**src/rtl/mips_multicycle_core.sv**
```systemverilog
// Multicycle MIPS-subset core: FETCH/DECODE/EXEC/MEM/WB over one word-addressed
// memory port with a req/ready handshake; stops in HALT on an unsupported encoding.
module mips_multicycle_core #(
  parameter int unsigned ADDR_W   = 10,
  parameter int unsigned RESET_PC = 0
) (
  input  logic              clk,
  input  logic              rst,
  output logic              mem_req,
  output logic              mem_we,
  output logic [ADDR_W-1:0] mem_addr,
  output logic [31:0]       mem_wdata,
  input  logic              mem_ready,
  input  logic [31:0]       mem_rdata,
  output logic              halted,
  output logic [31:0]       retired
);

  localparam int unsigned DATA_W = 32;
  localparam int unsigned REG_N  = 32;
  localparam int unsigned RIDX_W = 5;

  localparam logic [2:0] S_FETCH  = 3'd0;
  localparam logic [2:0] S_DECODE = 3'd1;
  localparam logic [2:0] S_EXEC   = 3'd2;
  localparam logic [2:0] S_MEM    = 3'd3;
  localparam logic [2:0] S_WB     = 3'd4;
  localparam logic [2:0] S_HALT   = 3'd5;

  localparam logic [5:0] OP_RTYPE = 6'h00;
  localparam logic [5:0] OP_J     = 6'h02;
  localparam logic [5:0] OP_BEQ   = 6'h04;
  localparam logic [5:0] OP_BNE   = 6'h05;
  localparam logic [5:0] OP_ADDI  = 6'h08;
  localparam logic [5:0] OP_LUI   = 6'h0F;
  localparam logic [5:0] OP_LW    = 6'h23;
  localparam logic [5:0] OP_SW    = 6'h2B;

  localparam logic [5:0] FN_SLL = 6'h00;
  localparam logic [5:0] FN_ADD = 6'h20;
  localparam logic [5:0] FN_SUB = 6'h22;
  localparam logic [5:0] FN_AND = 6'h24;
  localparam logic [5:0] FN_OR  = 6'h25;
  localparam logic [5:0] FN_SLT = 6'h2A;

  logic [2:0]        state, state_nxt;
  logic [ADDR_W-1:0] pc, pc_nxt;
  logic [DATA_W-1:0] ir, ir_nxt;
  logic [DATA_W-1:0] a, a_nxt;
  logic [DATA_W-1:0] b, b_nxt;
  logic [DATA_W-1:0] alu_out, alu_nxt;
  logic [DATA_W-1:0] mdr, mdr_nxt;
  logic [DATA_W-1:0] rf [REG_N];

  logic              rf_we;
  logic [RIDX_W-1:0] rf_waddr;
  logic [DATA_W-1:0] rf_wdata;
  logic              retire;

  logic [5:0]        op, funct;
  logic [RIDX_W-1:0] rs, rt, rd, shamt;
  logic [15:0]       imm;
  logic [DATA_W-1:0] simm;

  assign op    = ir[31:26];
  assign rs    = ir[25:21];
  assign rt    = ir[20:16];
  assign rd    = ir[15:11];
  assign shamt = ir[10:6];
  assign funct = ir[5:0];
  assign imm   = ir[15:0];
  assign simm  = {{16{imm[15]}}, imm};

  logic              rtype_ok, op_ok, br_taken;
  logic [DATA_W-1:0] r_result;

  // R-type ALU and funct legality
  always_comb begin
    r_result = '0;
    rtype_ok = 1'b1;
    case (funct)
      FN_ADD:  r_result = a + b;
      FN_SUB:  r_result = a - b;
      FN_AND:  r_result = a & b;
      FN_OR:   r_result = a | b;
      FN_SLT:  r_result = {{(DATA_W-1){1'b0}}, ($signed(a) < $signed(b))};
      FN_SLL:  r_result = b << shamt;
      default: rtype_ok = 1'b0;
    endcase
  end

  always_comb begin
    op_ok = 1'b0;
    case (op)
      OP_RTYPE: op_ok = rtype_ok;
      OP_ADDI, OP_LUI, OP_LW, OP_SW, OP_BEQ, OP_BNE, OP_J: op_ok = 1'b1;
      default:  op_ok = 1'b0;
    endcase
  end

  // BNE inverts the equality test
  assign br_taken = (a == b) ^ (op == OP_BNE);

  // Next-state and datapath updates
  always_comb begin
    state_nxt = state;
    pc_nxt    = pc;
    ir_nxt    = ir;
    a_nxt     = a;
    b_nxt     = b;
    alu_nxt   = alu_out;
    mdr_nxt   = mdr;
    rf_we     = 1'b0;
    rf_waddr  = '0;
    rf_wdata  = '0;
    retire    = 1'b0;
    case (state)
      S_FETCH: begin
        if (mem_ready) begin
          ir_nxt    = mem_rdata;
          pc_nxt    = pc + ADDR_W'(1);
          state_nxt = S_DECODE;
        end
      end
      S_DECODE: begin
        a_nxt     = rf[rs];
        b_nxt     = rf[rt];
        state_nxt = op_ok ? S_EXEC : S_HALT;
      end
      S_EXEC: begin
        state_nxt = S_WB;
        case (op)
          OP_RTYPE: alu_nxt = r_result;
          OP_ADDI:  alu_nxt = a + simm;
          OP_LUI:   alu_nxt = {imm, 16'h0};
          OP_LW, OP_SW: begin
            alu_nxt   = a + simm;
            state_nxt = S_MEM;
          end
          OP_BEQ, OP_BNE: begin
            if (br_taken) pc_nxt = pc + ADDR_W'(simm);
            state_nxt = S_FETCH;
            retire    = 1'b1;
          end
          OP_J: begin
            pc_nxt    = ir[ADDR_W-1:0];
            state_nxt = S_FETCH;
            retire    = 1'b1;
          end
          default: state_nxt = S_HALT;
        endcase
      end
      S_MEM: begin
        if (mem_ready) begin
          if (op == OP_SW) begin
            state_nxt = S_FETCH;
            retire    = 1'b1;
          end else begin
            mdr_nxt   = mem_rdata;
            state_nxt = S_WB;
          end
        end
      end
      S_WB: begin
        rf_waddr  = (op == OP_RTYPE) ? rd : rt;
        rf_wdata  = (op == OP_LW) ? mdr : alu_out;
        rf_we     = (rf_waddr != '0);
        state_nxt = S_FETCH;
        retire    = 1'b1;
      end
      S_HALT:  state_nxt = S_HALT;
      default: state_nxt = S_FETCH;
    endcase
  end

  // State, datapath and registered bus outputs (derived from next state)
  always_ff @(posedge clk) begin
    if (rst) begin
      state     <= S_FETCH;
      pc        <= ADDR_W'(RESET_PC);
      ir        <= '0;
      a         <= '0;
      b         <= '0;
      alu_out   <= '0;
      mdr       <= '0;
      for (int i = 0; i < REG_N; i++) rf[i] <= '0;
      retired   <= '0;
      halted    <= 1'b0;
      mem_req   <= 1'b1;
      mem_we    <= 1'b0;
      mem_addr  <= ADDR_W'(RESET_PC);
      mem_wdata <= '0;
    end else begin
      state     <= state_nxt;
      pc        <= pc_nxt;
      ir        <= ir_nxt;
      a         <= a_nxt;
      b         <= b_nxt;
      alu_out   <= alu_nxt;
      mdr       <= mdr_nxt;
      if (rf_we) rf[rf_waddr] <= rf_wdata;
      if (retire) retired <= retired + 32'd1;
      halted    <= (state_nxt == S_HALT);
      mem_req   <= (state_nxt == S_FETCH) || (state_nxt == S_MEM);
      mem_we    <= (state_nxt == S_MEM) && (op == OP_SW);
      mem_addr  <= (state_nxt == S_MEM) ? alu_nxt[ADDR_W+1:2] : pc_nxt;
      mem_wdata <= b_nxt;
    end
  end

endmodule

```
**config.mk**
```make
export PLATFORM = sky130hd
export DESIGN_NAME = mips_multicycle_core
export DESIGN_NICKNAME = d
export VERILOG_FILES = /design/src/rtl/mips_multicycle_core.sv
export SDC_FILE = /design/constraint.sdc
export NUM_CORES = 2
export LEC_CHECK = 0
export BUFFER_PORTS_ARGS = -buffer_cell sky130_fd_sc_hd__buf_4
export CAP_MARGIN = 20
export CELL_PAD_IN_SITES_DETAIL_PLACEMENT = 0
export CELL_PAD_IN_SITES_GLOBAL_PLACEMENT = 1
export CORE_MARGIN = 8
export CORE_UTILIZATION = 53
export DETAILED_ROUTE_END_ITERATION = 10
export PLACE_DENSITY_LB_ADDON = 0.12
export SLEW_MARGIN = 40
export SYNTH_ARGS = -nofsm -noshare
export SYNTH_HDL_FRONTEND = slang
export SYNTH_SLANG_ARGS = --single-unit
```
**constraint.sdc**
```tcl
create_clock -name clk -period 3.8 [get_ports clk]
set_clock_uncertainty 0.05 [all_clocks]
set_input_delay 0.76 -clock clk [delete_from_list [all_inputs] [get_ports clk]]
set_output_delay 0.76 -clock clk [all_outputs]
set_load 0.05 [all_outputs]
```
### Yosys cells after proc, flatten, opt, wreduce, memory -nomap -nowiden

Memory sizes are Yosys's and may differ from the RTL's. A register that Yosys moved wholly into a read port is not among the register bits.
Index checks and enable logic that the tools add are counted.

* RAM bits: 1024
* input port bits: 35
* flip-flop bits (word level): 154
* memories kept: 1
* output and inout port bits: 77
* logic and storage cells: 96

* bitwise gates (word level): 4
* shift operators: 1
* reductions and logical operators: 19
* muxes and demuxes: 33
* order comparisons: 1
* equal/unequal tests: 20
* $add $sub $neg: 6

Memories
* rf: words 32, width 32, read ports 2, clocked after memory_dff 2, write ports 32, RTL line 53 `logic [DATA_W-1:0] rf [REG_N];`

Operators with widths (number)
* $pmux W32 S6: 1
* $mux W32: 3
* $pmux W32 S3: 1
* $add A32 B32 Y32: 2
* $eq A6 B6 Y1 const B: 7
* $pmux W10 S2: 2
* $add A32 B1 Y32 const B: 1
* $and A32 B32 Y32: 1
* $eq A32 B32 Y1: 1
* $lt A32 B32 Y1: 1
* $or A32 B32 Y32: 1
* $reduce_or A32 Y1: 1
* $shl A32 B5 Y32: 1
* $sub A32 B32 Y32: 1
* $mux W10: 3
* $mux W5: 3
* $pmux W3 S5: 1
* $eq A6 B3 Y1 const B: 2
* $eq A6 B4 Y1 const B: 2
* $logic_not A6 Y1: 2
* $mux W12: 1
* $mux W3: 4
* $mux W1: 11
* $add A10 B1 Y10 const B: 1
* other kinds (21): 30

### Longest topological paths before layout

* depth after elaboration: 9
* gate-level depth with buffers: 14
* depth with buffers taken out: 14

### Worst setup path after synthesis

No wires, ideal clock.

* kind: reg-to-reg
* start: register b[18]
* end: register alu_out[25]
* library setup time: 132 ps
* path buffers: 1
* arrival: 3286 ps
* required time: 3618 ps
* cell stages (with the launch flop): 14
* path slack: 332 ps
* cells stage by stage: dfxtp_1 inv_1 ha_1 buf_6 a21o_1 a211o_1 a2111o_1 a21oi_2 nor2_1 a311o_1 xnor2_1 o221ai_1 a221oi_1 nor3_1

* cells in the longest elaborated chain, start to end: 3
* elaborated cells on any way between the ends: 5
* classes of those cells: add/sub (2); shift (1); mux (2)

RTL lines
* start: declaration: RTL line 50 `logic [DATA_W-1:0] b, b_nxt;`
* start signal: assignment: RTL line 198 `b <= b_nxt;`
* $sub A32 B32 Y32 (tied with other cells): RTL line 83 `FN_SUB: r_result = a - b;`
* $pmux W32 S6 *: RTL line 81 `case (funct)`
* $pmux W32 S3 *: RTL line 132 `case (op)`
* end signal: assignment: RTL line 199 `alu_out <= alu_nxt;`
* end: declaration: RTL line 51 `logic [DATA_W-1:0] alu_out, alu_nxt;`

Mark *: on every way between the ends. The rest lies on a longest branch, timed or not.
A chain may end at the register's enable or synchronous reset.

### Worst setup path in the final report

* start: register a[12] (read register of rf)
* end: register alu_out[23]

* cells in the longest elaborated chain, start to end: 3
* elaborated cells on any way between the ends: 5
* classes of those cells: add/sub (3); mux (2)

RTL lines
* start: declaration: RTL line 49 `logic [DATA_W-1:0] a, a_nxt;`
* $sub A32 B32 Y32 / $add A32 B32 Y32 (equally long branches): RTL line 83, 82
* $pmux W32 S6: RTL line 81
* $pmux W32 S3 *: RTL line 132

Marks and branches as above.

==> flow_summary.rst <==
.. list-table::
   :header-rows: 1

   * - Metric
     - Value
   * - Clock-pin slew reported for the worst setup and hold paths after clock tree synthesis
     - around 0.070 ns
   * - Cell count after synthesis
     - around 5,500
   * - Number of unique standard cell types used by synthesis
     - 93
   * - Share of power burned in the clock network
     - 0.310
   * - Yosys reg bits
     - around 1,200
   * - Number of ports placed on the die boundary
     - 112
   * - Fin crit share
     - 0.9611
   * - Worst-case hold slack
     - between 0.15 and 0.2 ns
   * - Worst-margin pin slew
     - roughly 0.88 ns
   * - Routability congestion estimate from global placement
     - ~1
   * - Crit path capture type
     - register
   * - Antenna violations before repair
     - 10
   * - Proportion of layout cells with a drive suffix above 1
     - 0.2649
   * - Standby leakage power
     - about 27 nW
   * - Input/output buffers
     - 111
   * - Most common cell in the synthesized netlist
     - nor2_1
   * - Required @ worst endpoint
     - ~4.4 ns
   * - Share of flip-flops with an asynchronous set or reset after synthesis
     - 0
   * - Cell family with most CP delay
     - compound AO/OA/AOI/OAI gates
   * - Grt total ovfl
     - 0
   * - Unrepaired setup endpoints after global routing
     - yes
   * - Predominant post-synthesis flop cell
     - edfxtp_1
   * - NumNets Final
     - just under 6,000
   * - Area growth, synth to finish
     - 14.20%
   * - CTS-repair resized insts
     - 0
   * - Largest area contributor in the synthesized netlist
     - edfxtp_1
   * - Root cell of the clock tree
     - clkbuf_16
   * - Crit path setup slack, layout
     - approximately 0.15 ns
   * - Leading post-synthesis cells by instance count
     - 1,238 x nor2_1, 1,024 x edfxtp_1, 665 x mux4_2
   * - Maximum frequency from static timing analysis
     - around 270 MHz
   * - Wire length of the first global-routing pass
     - 357.9 mm
   * - Via count of the first global-routing pass
     - between 50,000 and 60,000
   * - Net switching component of the power
     - roughly 14 mW
   * - Cell area after placement
     - 74,520 um^2
   * - Register area
     - ~35,000 um^2
   * - Peak ir drop on the vdd network
     - around 500 uV
   * - Critical Path Source Type
     - register
   * - Post-detailed-route via-to-cell ratio
     - just under 7
   * - Post-layout instance count excluding filler cells
     - 7,558
   * - Die X
     - ~380 um
   * - Launch instance of the worst min-delay path
     - mem_rdata[11]
   * - Routed len/inst
     - 33.32 um
   * - Total non-filler cell area in the finished layout
     - between 70,000 and 80,000 um^2
   * - Placed insts
     - 7,306
   * - Data arrival time at the worst-slack endpoint
     - between 4 and 5 ns
   * - Router iterations before antenna repair
     - 7
   * - Register area share after synthesis
     - 0.5080
   * - Placeable core region
     - 129,500 um^2
   * - MaxCap Viol Count
     - 0
   * - Class of the most critical setup path
     - reg -> reg
   * - EDFF count, synth
     - about 1,000
   * - Number of remaining DRC errors
     - 0
   * - Total track usage
     - 0.3493
   * - Buffers & Inverters on Critical Path
     - 2
   * - Total power divided by cell area
     - between 500 and 600 nW/um^2
   * - Antenna Nets Post-Route
     - 0
   * - Starting utilization of the core area
     - 0.5339
   * - Area of the multi-input gates
     - 31,890 um^2
   * - Combinational group share of total power
     - 0.309
   * - Clock Latency Late Sink
     - roughly 0.80 ns
   * - Die outline height
     - between 300 and 400 um
   * - Critical path's most frequent cell
     - o21ai_1
   * - Largest cells by area after synthesis
     - edfxtp_1 44%, mux4_2 22%, nor2_1 6.7%
   * - TritonCTS clock tree
     - yes
   * - Final-layout fill cell count
     - 10,311
   * - Setup crit start
     - a[12]
   * - Total power
     - roughly 42 mW
   * - Area fraction of the dominant cell type after synthesis
     - 0.4448
   * - Floorplan die area
     - between 100,000 and 150,000 um^2
   * - H-Tree Level Count
     - 4
   * - Yosys warning count
     - 0
   * - Worst path cell trace
     - inv_1 > ha_1 > or3_1 > nor4_1 > o21ai_1 > a31oi_1 > buf_4 > nor2_1 > o41ai_4 > xnor2_1 > o21ai_1 > o21ai_1 > a311oi_1
   * - Cell area after synthesis
     - roughly 70,000 um^2
   * - Syn_area_per_cell
     - 12.53 um^2
   * - Half-perimeter wire length of the detailed placement result
     - approximately 170 mm
   * - Hold violation total from the final report
     - 0
   * - Delay of the slowest critical-path stage
     - 0.49 ns
   * - Number of DRC violations after detailed-routing iteration 0
     - 6,670
   * - Final setup violation count
     - 0
   * - Largest buffer count on any clock path
     - 3
   * - Maximum fanout count along the critical path
     - 5
   * - Total via count in the routed design
     - 51,142
   * - Max transition margin
     - 0.4145
   * - Result of the run
     - completed
   * - Hold crit path type
     - in -> reg
   * - Final Slew Violations
     - 0
   * - Number of placement rows
     - between 100 and 150
   * - Buffer count from post-CTS setup fixing
     - 0
   * - Wire length reported by the detailed router
     - between 200 and 300 mm
   * - Min Tclk post-route
     - 3.652 ns
   * - Crit path max-delay cell type
     - or3_1
   * - # clock sinks
     - roughly 1,200
   * - Total clock buffers created by CTS
     - 140
   * - Cell internal pwr
     - roughly 28 mW
   * - Placement-stage worst setup slack
     - a little over 0.05 ns
   * - Switching share of power
     - 0.3400
   * - Worst r2r src
     - a[12]
   * - Seq pwr share
     - 0.381
   * - Number of hold-repair buffers added at the cts stage
     - 0
   * - Pin count of the biggest net entering global routing
     - around 150
[worst paths after layout]
| kind | slack (ns) | depth (start not counted) | to |
|---|---|---|---|
| max | 0.15 | 13 | alu_out[23] |
| min | 0.16 | 3 | mdr[11] |
| max reg2reg | 0.15 | 13 | alu_out[23] |
| min reg2reg | 0.40 | 2 | mdr[16] |
[final cells by class]
class / instances / area share
clock inverters: 67 / 0.007417
diodes: 2 / 0.00006340
flip-flops and latches: 1242 / 0.4453
well taps: 1742 / 0.02761
multi-input cells: 3660 / 0.4040
clock buffers: 182 / 0.04742
inverters: 146 / 0.006942
repair buffers: 517 / 0.06129
[cells by family (layout without fill, tap and decap cells)]
logic type                 count (synthesis)  after routing  synth area share
and+or+nand+nor                         1919           1919            0.1148
DFF                                     1242           1242            0.5080
muxes                                    799            799            0.2368
AOI/OAI and AO/OA                        673            673           0.06545
buffers and inverters                    648            912           0.03654
adders and majority gates                146            146           0.02686
xor gates and xnor gates                  91             91           0.01153
other                                      1             34        0.00005425
[metal layers]
layer | share of wire | vias up | global-route usage
met4 | 0.049 | 4 | 0.1493
met5 | 0.00010 | - | 0
li1 | - | 21117 | -
met1 | 0.37 | 26032 | 0.4641
met2 | 0.47 | 3360 | 0.5555
met3 | 0.11 | 629 | 0.08027
[cell usage in the layout (no fill, tap or decap), types with 12 or more instances in the layout]
master and count:
a211oi_1 60, a21o_1 37, a21oi_1 209, a221oi_1 19
a311oi_1 42, a31oi_1 22, and3_1 15, buf_12 74
buf_4 440, clkbuf_1 36, clkbuf_16 142, clkinv_1 27
clkinv_2 24, conb_1 32, dfxtp_1 204, edfxtp_1 1024
ha_1 142, inv_1 143, mux2_2 41, mux2i_1 93
mux4_2 665, nand2_1 359, nand2_2 28, nand2b_1 18
nand2b_2 31, nand3_1 48, nand4_1 18, nor2_1 1234
nor2b_1 17, nor3_1 43, nor4_1 12, o211ai_1 17
o21ai_0 80, o21bai_1 13, o221ai_1 14, o22ai_1 18
o31ai_1 14, or3_1 16, xnor2_1 42, xor2_1 49
[stage by stage]
stage,TNS (ns),utilization
3_5_place_dp,0,0.5755
5_1_grt,-0.02505,0.6097
4_1_cts,0,0.6090
3_3_place_gp,0,0.5755
6_report,0,0.6097
2_1_floorplan,0,-
[flip-flops by register name (all words and copies together) (netlist names)]
name and flops:
alu_out 32, retired 32, a 32, state 3
ir 32, mdr 32, mem_we 1, pc 10
mem_req 1, halted 1, b 32, rf 1024
mem_addr 10
[power by group through the flow]
stage | logic (mW) | clock network, mW | registers, mW
after global routing | 13.5 | 13.6 | 16.1
after floorplan | 7.21 | 0 | 16.4
final | 12.9 | 13.0 | 16.0
after global placement | 12.6 | 0 | 16.2
after CTS | 12.6 | 13.1 | 16.0
after detailed placement | 12.6 | 0 | 16.3
[worst min-delay path, cell delays in order]
cell,delay [ns]
buf_4,0.11
nand2_1,0.05
a21oi_1,0.05
(Power assumes the default switching activity.)
